==> config.mk <==
export PLATFORM = sky130hd
export DESIGN_NAME = ex_result_buffer
export DESIGN_NICKNAME = d
export VERILOG_FILES = /design/src/rtl/ex_result_buffer_pkg.sv /design/src/rtl/ex_result_buffer_rb_entry.sv /design/src/rtl/ex_result_buffer.sv
export SDC_FILE = /design/constraint.sdc
export NUM_CORES = 1
export LEC_CHECK = 0
export BUFFER_PORTS_ARGS = -buffer_cell sky130_fd_sc_hd__buf_2
export CORE_MARGIN = 4
export CORE_UTILIZATION = 40
export CTS_BUF_LIST = sky130_fd_sc_hd__clkbuf_8
export DETAILED_ROUTE_END_ITERATION = 10
export GPL_ROUTABILITY_DRIVEN = 0
export GPL_TIMING_DRIVEN = 0
export PLACE_DENSITY_LB_ADDON = 0.08
export SLEW_MARGIN = 20
export SYNTH_ARGS = -nofsm -noshare
export SYNTH_HDL_FRONTEND = slang
export SYNTH_SLANG_ARGS = --single-unit
==> constraint.sdc <==
create_clock -name clk -period 3.9 [get_ports clk]
set_input_delay 0.975 -clock clk [delete_from_list [all_inputs] [get_ports clk]]
set_output_delay 0.975 -clock clk [all_outputs]
set_load 0.03 [all_outputs]
==> src/rtl/ex_result_buffer_pkg.sv <==
// Shared constants and types for the execute-stage result buffer.
// Holds the register-index width default and the r0 index used by the capture rule.
package ex_result_buffer_pkg;

  localparam int RB_DW_DEF = 32;
  localparam int RB_RW_DEF = 5;
  localparam int RB_R0_IDX = 0;

  // Occupancy doubles as the control state of the buffer.
  typedef enum logic [1:0] {
    OCC_EMPTY = 2'd0,
    OCC_ONE   = 2'd1,
    OCC_FULL  = 2'd2
  } occ_e;

endpackage

==> src/rtl/ex_result_buffer_rb_entry.sv <==
// One buffered ALU result {y, zero, rd, wen} with synchronous load and clear.
// Clear has priority over load.
module rb_entry
  import ex_result_buffer_pkg::*;
#(
  parameter int DW = RB_DW_DEF,
  parameter int RW = RB_RW_DEF
) (
  input  logic          clk,
  input  logic          rst_n,
  input  logic          clr_i,
  input  logic          load_i,
  input  logic [DW-1:0] y_i,
  input  logic          zero_i,
  input  logic [RW-1:0] rd_i,
  input  logic          wen_i,
  output logic [DW-1:0] y_o,
  output logic          zero_o,
  output logic [RW-1:0] rd_o,
  output logic          wen_o
);

  logic [DW-1:0] y_q,    y_d;
  logic          zero_q, zero_d;
  logic [RW-1:0] rd_q,   rd_d;
  logic          wen_q,  wen_d;

  always_comb begin
    y_d    = y_q;
    zero_d = zero_q;
    rd_d   = rd_q;
    wen_d  = wen_q;
    if (clr_i) begin
      y_d    = '0;
      zero_d = 1'b0;
      rd_d   = '0;
      wen_d  = 1'b0;
    end else if (load_i) begin
      y_d    = y_i;
      zero_d = zero_i;
      rd_d   = rd_i;
      wen_d  = wen_i;
    end
  end

  always_ff @(posedge clk or negedge rst_n) begin
    if (!rst_n) begin
      y_q    <= '0;
      zero_q <= 1'b0;
      rd_q   <= '0;
      wen_q  <= 1'b0;
    end else begin
      y_q    <= y_d;
      zero_q <= zero_d;
      rd_q   <= rd_d;
      wen_q  <= wen_d;
    end
  end

  assign y_o    = y_q;
  assign zero_o = zero_q;
  assign rd_o   = rd_q;
  assign wen_o  = wen_q;

endmodule

==> src/rtl/ex_result_buffer.sv <==
// Two-entry in-order result buffer between the ALU and memory/writeback,
// with a combinational bypass lookup for decode.
//   state     | meaning
//   OCC_EMPTY | no entries, H and T stale
//   OCC_ONE   | H valid
//   OCC_FULL  | H oldest, T youngest; in_ready low
module ex_result_buffer
  import ex_result_buffer_pkg::*;
#(
  parameter int DW = RB_DW_DEF,
  parameter int RW = RB_RW_DEF
) (
  input  logic          clk,
  input  logic          rst_n,
  input  logic          in_valid,
  output logic          in_ready,
  input  logic [DW-1:0] in_y,
  input  logic          in_zero,
  input  logic [RW-1:0] in_rd,
  input  logic          in_wen,
  output logic          out_valid,
  input  logic          out_ready,
  output logic [DW-1:0] out_y,
  output logic          out_zero,
  output logic [RW-1:0] out_rd,
  output logic          out_wen,
  input  logic          flush,
  input  logic [RW-1:0] fwd_rs,
  output logic          fwd_hit,
  output logic [DW-1:0] fwd_data,
  output logic [1:0]    count
);

  localparam logic [RW-1:0] R0 = RW'(RB_R0_IDX);

  occ_e count_q, count_d;

  logic push, pop;
  logic h_load, t_load, h_from_t;
  logic cap_wen;

  logic [DW-1:0] h_y_in;
  logic          h_zero_in;
  logic [RW-1:0] h_rd_in;
  logic          h_wen_in;

  logic [DW-1:0] h_y, t_y;
  logic          h_zero, t_zero;
  logic [RW-1:0] h_rd, t_rd;
  logic          h_wen, t_wen;

  logic h_valid, t_valid, h_match, t_match;

  // Handshake decodes only from registered occupancy; out_ready never reaches in_ready.
  assign in_ready  = (count_q != OCC_FULL);
  assign out_valid = (count_q != OCC_EMPTY);
  assign push      = in_valid && in_ready;
  assign pop       = out_valid && out_ready;
  assign cap_wen   = in_wen && (in_rd != R0);

  always_comb begin
    count_d  = count_q;
    h_load   = 1'b0;
    t_load   = 1'b0;
    h_from_t = 1'b0;
    if (flush) begin
      count_d = OCC_EMPTY;
    end else begin
      case (count_q)
        OCC_EMPTY: begin
          if (push) begin
            h_load  = 1'b1;
            count_d = OCC_ONE;
          end
        end
        OCC_ONE: begin
          if (push && pop) begin
            h_load = 1'b1;
          end else if (push) begin
            t_load  = 1'b1;
            count_d = OCC_FULL;
          end else if (pop) begin
            count_d = OCC_EMPTY;
          end
        end
        OCC_FULL: begin
          if (pop) begin
            h_load   = 1'b1;
            h_from_t = 1'b1;
            count_d  = OCC_ONE;
          end
        end
        default: count_d = OCC_EMPTY;
      endcase
    end
  end

  always_ff @(posedge clk or negedge rst_n) begin
    if (!rst_n) begin
      count_q <= OCC_EMPTY;
    end else begin
      count_q <= count_d;
    end
  end

  always_comb begin
    h_y_in    = in_y;
    h_zero_in = in_zero;
    h_rd_in   = in_rd;
    h_wen_in  = cap_wen;
    if (h_from_t) begin
      h_y_in    = t_y;
      h_zero_in = t_zero;
      h_rd_in   = t_rd;
      h_wen_in  = t_wen;
    end
  end

  rb_entry #(.DW(DW), .RW(RW)) u_head (
    .clk    (clk),
    .rst_n  (rst_n),
    .clr_i  (flush),
    .load_i (h_load),
    .y_i    (h_y_in),
    .zero_i (h_zero_in),
    .rd_i   (h_rd_in),
    .wen_i  (h_wen_in),
    .y_o    (h_y),
    .zero_o (h_zero),
    .rd_o   (h_rd),
    .wen_o  (h_wen)
  );

  rb_entry #(.DW(DW), .RW(RW)) u_tail (
    .clk    (clk),
    .rst_n  (rst_n),
    .clr_i  (flush),
    .load_i (t_load),
    .y_i    (in_y),
    .zero_i (in_zero),
    .rd_i   (in_rd),
    .wen_i  (cap_wen),
    .y_o    (t_y),
    .zero_o (t_zero),
    .rd_o   (t_rd),
    .wen_o  (t_wen)
  );

  assign out_y    = out_valid ? h_y    : '0;
  assign out_zero = out_valid ? h_zero : 1'b0;
  assign out_rd   = out_valid ? h_rd   : '0;
  assign out_wen  = out_valid ? h_wen  : 1'b0;

  // Only registered entries are visible; the youngest match wins.
  assign h_valid = (count_q != OCC_EMPTY);
  assign t_valid = (count_q == OCC_FULL);
  assign h_match = h_valid && h_wen && (h_rd == fwd_rs) && (fwd_rs != R0);
  assign t_match = t_valid && t_wen && (t_rd == fwd_rs) && (fwd_rs != R0);

  assign fwd_hit  = h_match || t_match;
  assign fwd_data = t_match ? t_y : (h_match ? h_y : '0);

  assign count = count_q;

endmodule

==> results.cfg <==
[outcome]
outcome = complete, no violations

[synth]
synth_top_family_by_area = simple AND/OR/NAND/NOR gates
postSynthRegisterBits = 80
ys_top_cells_by_area = dfrtp_1 42%, mux2_4 8.9%, mux2i_1 8.1%
synth_edf_count = 0
async_flop_share_pct = 100
synthMuxAreaShare_pct = 17.7
postSynthCellCount = 502
complex_gate_fraction_of_the_synthesized_area_pct = 11.5
post_synthesis_cell_area_mm2 = 0.00472
seq_area_frac_synth_pct = 42.4
synthTopCellsByCount = 81 x nand2_1, 80 x dfrtp_1, 44 x nor2_1
yosysUniqueCellTypes = 29
dominantRegCellSynth = dfrtp_1
synthesis.nets = 551
synthSimpleGateAreaFrac_pct = 21.9
post_synth_fa_ha_maj_area_fraction_pct = 0
cell_accounting_for_the_most_synthesized_area = dfrtp_1
synthXorXnorAreaFrac_pct = 2.04
synth_top_area_share_pct = 42.4
mean_cell_area_of_the_mapped_netlist_um2 = 9.41
synthMostInstantiatedCell = nand2_1
yosysWarnings = 0

[critical_path]
worst_r2r_startpoint = count[1]$_DFFE_PN0P_
cpLargestDelayFamily = buffers and inverters
timing.critical_path.slowest_cell_delay_ns = 0.45
crit_required_ns = 2.92
path_class = input pin to primary output
cp_arrival_ns = 2.74
worstPathCellList = buf_2 > xor2_1 > nor4_4 > clkbuf_1 > nand4_1 > mux2i_1 > buf_2
startpoint_type = input pin
critical_path_peak_fanout = 10
path_buf_inv = 3
critical_path.slowest_cell = nor4_4
endpoint_kind = primary output
crit_start = fwd_rs[3]
crit_path_frequent_cell = buf_2

[floorplan]
io-pin-count = 125
initial_standard_cell_utilization_of_the_core_pct = 41.2
fp.dieH_um = 117
row_count = 39
die_width_um = 117
die_area_mm2 = 0.0136
floorplan.core_area_mm2 = 0.0115

[detailed_routing]
detailedRoute.firstIterationViolations = 149
detailedRoute.firstPassIterationCount = 5
drt.antenna.violating_nets = 0
detail_route.drc_violations = 0
vias_per_cell = 5.25
drt-total-wl_um = 14400
post_drt_wl_per_cell_um = 18.3
vias = 4124

[sta]
fin_crit_sh_pct = 95.3
layout_min_cycle_time_ns = 3.72
fin_worst_skew_ns = 0.00866
timing.max_slew.rel_slack_pct = 56.9
max_clock_freq_mhz = 269
finalSetupTns_ns = 0
finalHoldViolCount = 0
rsz0062_at_grt = no
slew_violations = 0
setup_violations = 0
worst_slew_pin_slew_ns = 0.647

[clock_network]
cts-root-buf = clkbuf_8
postCtsSetupBuffers = 0
cts.sinks = 80
clock_path_buffers = 2
tritoncts = yes
worst_setup_hold_path_clk_slew_ns = 0.08
cts_htree_levels = 3
clock_latency_ns = 0.36
cts_made_buffers = 9

[power_and_ir_drop]
report.power.total_mw = 1.96
power.density_mw_per_mm2 = 339
peak_vdd_ir_uv = 140
p_leak_nw = 3.17

[global_route]
antenna_found_initial = 0
wire_length_of_the_first_global_routing_pass_um = 22600
grt_overflow = 0
first_global_vias = 4180
track_usage_pct = 21.8
largest_net_degree_at_the_start_of_global_routing = 45

[worst_hold_path]
worstHoldStart = u_tail.y_o[13]$_DFFE_PN0P_
holdCritPathClass = register to register

[layout]
final_nets = 686
layout_cells_sized_above_1_pct = 29.9
areaGrowthSynthToFinish_pct = 22.5
num_antenna_cells = 0
final_core_util_pct = 50.4

[placement]
dp_hpwl_um = 10100
numPortBuffers = 123

[run]
reported_max_cap_violation_count = 0
==> cell families (layout without fill, tap and decap cells) <==
family	after synthesis	in the layout
xor+xnor	11	11
flops	80	80
mux	69	69
buf+inv	46	186
compound gates	87	87
simple gates	209	209
==> repair_timing <==
item,in CTS,in global routing
endpoints found under the setup margin,27,19
gates resized for setup,2,1
hold buffers,0,0
==> metal layers <==
metal	share of wire, %	track usage (%)	vias up
met1	45	29.2	1990
li1	-	-	1991
met3	6.3	3.42	17
met5	0	0	-
met2	47	36.6	126
met4	1.4	6.50	0
==> sequential cells by signal, indices dropped and copies added (netlist names) <==
register,flops
u_tail.wen_o,1
u_head.zero_o,1
u_head.rd_o,5
u_tail.zero_o,1
count,2
u_head.y_o,32
u_tail.rd_o,5
u_tail.y_o,32
u_head.wen_o,1
==> tightest hold or removal path, stage by stage (launching register included) <==
cell and delay, ns:
dfrtp_1 0.39, nand2_1 0.06, a21oi_1 0.06
==> worst paths after layout <==
| kind | to | slack, ns | cells after the start |
|---|---|---|---|
| min in group asynchronous | u_head.y_o[25]$_DFFE_PN0P_ | 0.62 | 1 |
| max | fwd_data[13] | 0.18 | 7 |
| min reg2reg | u_tail.y_o[13]$_DFFE_PN0P_ | 0.54 | 2 |
| max reg2reg | u_head.y_o[28]$_DFFE_PN0P_ | 1.93 | 5 |
| min | u_tail.y_o[13]$_DFFE_PN0P_ | 0.54 | 2 |
| max in group asynchronous | u_head.rd_o[3]$_DFFE_PN0P_ | 2.66 | 2 |
==> where the power goes <==
part / leakage [nW] / switching (mW) / internal, mW
Combinational: 1.98 / 0.230 / 0.113
Sequential: 1.08 / 0.0342 / 0.875
Clock: 0.119 / 0.315 / 0.395
Total: 3.17 / 0.579 / 1.38
==> placed cells by master, fill, tap and decap left out, types with 2 or more instances in the layout <==
cell | Yosys | final
clkbuf_8 | 0 | 11
dfrtp_1 | 80 | 80
nor4_4 | 1 | 2
bufinv_16 | 0 | 2
clkbuf_1 | 27 | 26
nor2_1 | 44 | 44
o21ai_0 | 4 | 4
buf_6 | 3 | 3
a211oi_1 | 40 | 39
buf_2 | 13 | 135
clkinv_2 | 0 | 2
mux2i_1 | 38 | 38
and3_1 | 31 | 31
o21a_1 | 2 | 2
xor2_1 | 10 | 10
a21oi_1 | 39 | 39
inv_1 | 3 | 3
mux2_4 | 28 | 28
mux2_2 | 3 | 3
nor2b_1 | 42 | 42
nand2b_1 | 2 | 2
nand3b_1 | 2 | 2
nand2_1 | 81 | 81
==> stage by stage <==
step	cells	instance area [um^2]	hold slack [ns]	setup slack, ns
floorplan	502	4720	0.501	0.528
global placement	768	5520	0.512	0.0230
detailed placement	769	5540	0.522	-0.0177
CTS	785	5780	0.534	0.0109
global route	785	5780	0.565	0.0411
finish	785	5780	0.539	0.184
==> final cells by class <==
| type | count | area [um^2] |
|---|---|---|
| clock inverter | 5 | 78.8 |
| sequential | 80 | 2000 |
| inverter | 3 | 11.3 |
| tap | 143 | 179 |
| fill | 1120 | 5680 |
| clock buffer | 11 | 151 |
| timing repair buffer | 124 | 638 |
| buffer | 43 | 201 |
| multi-input combinational | 376 | 2520 |
(Power assumes the default switching activity.)
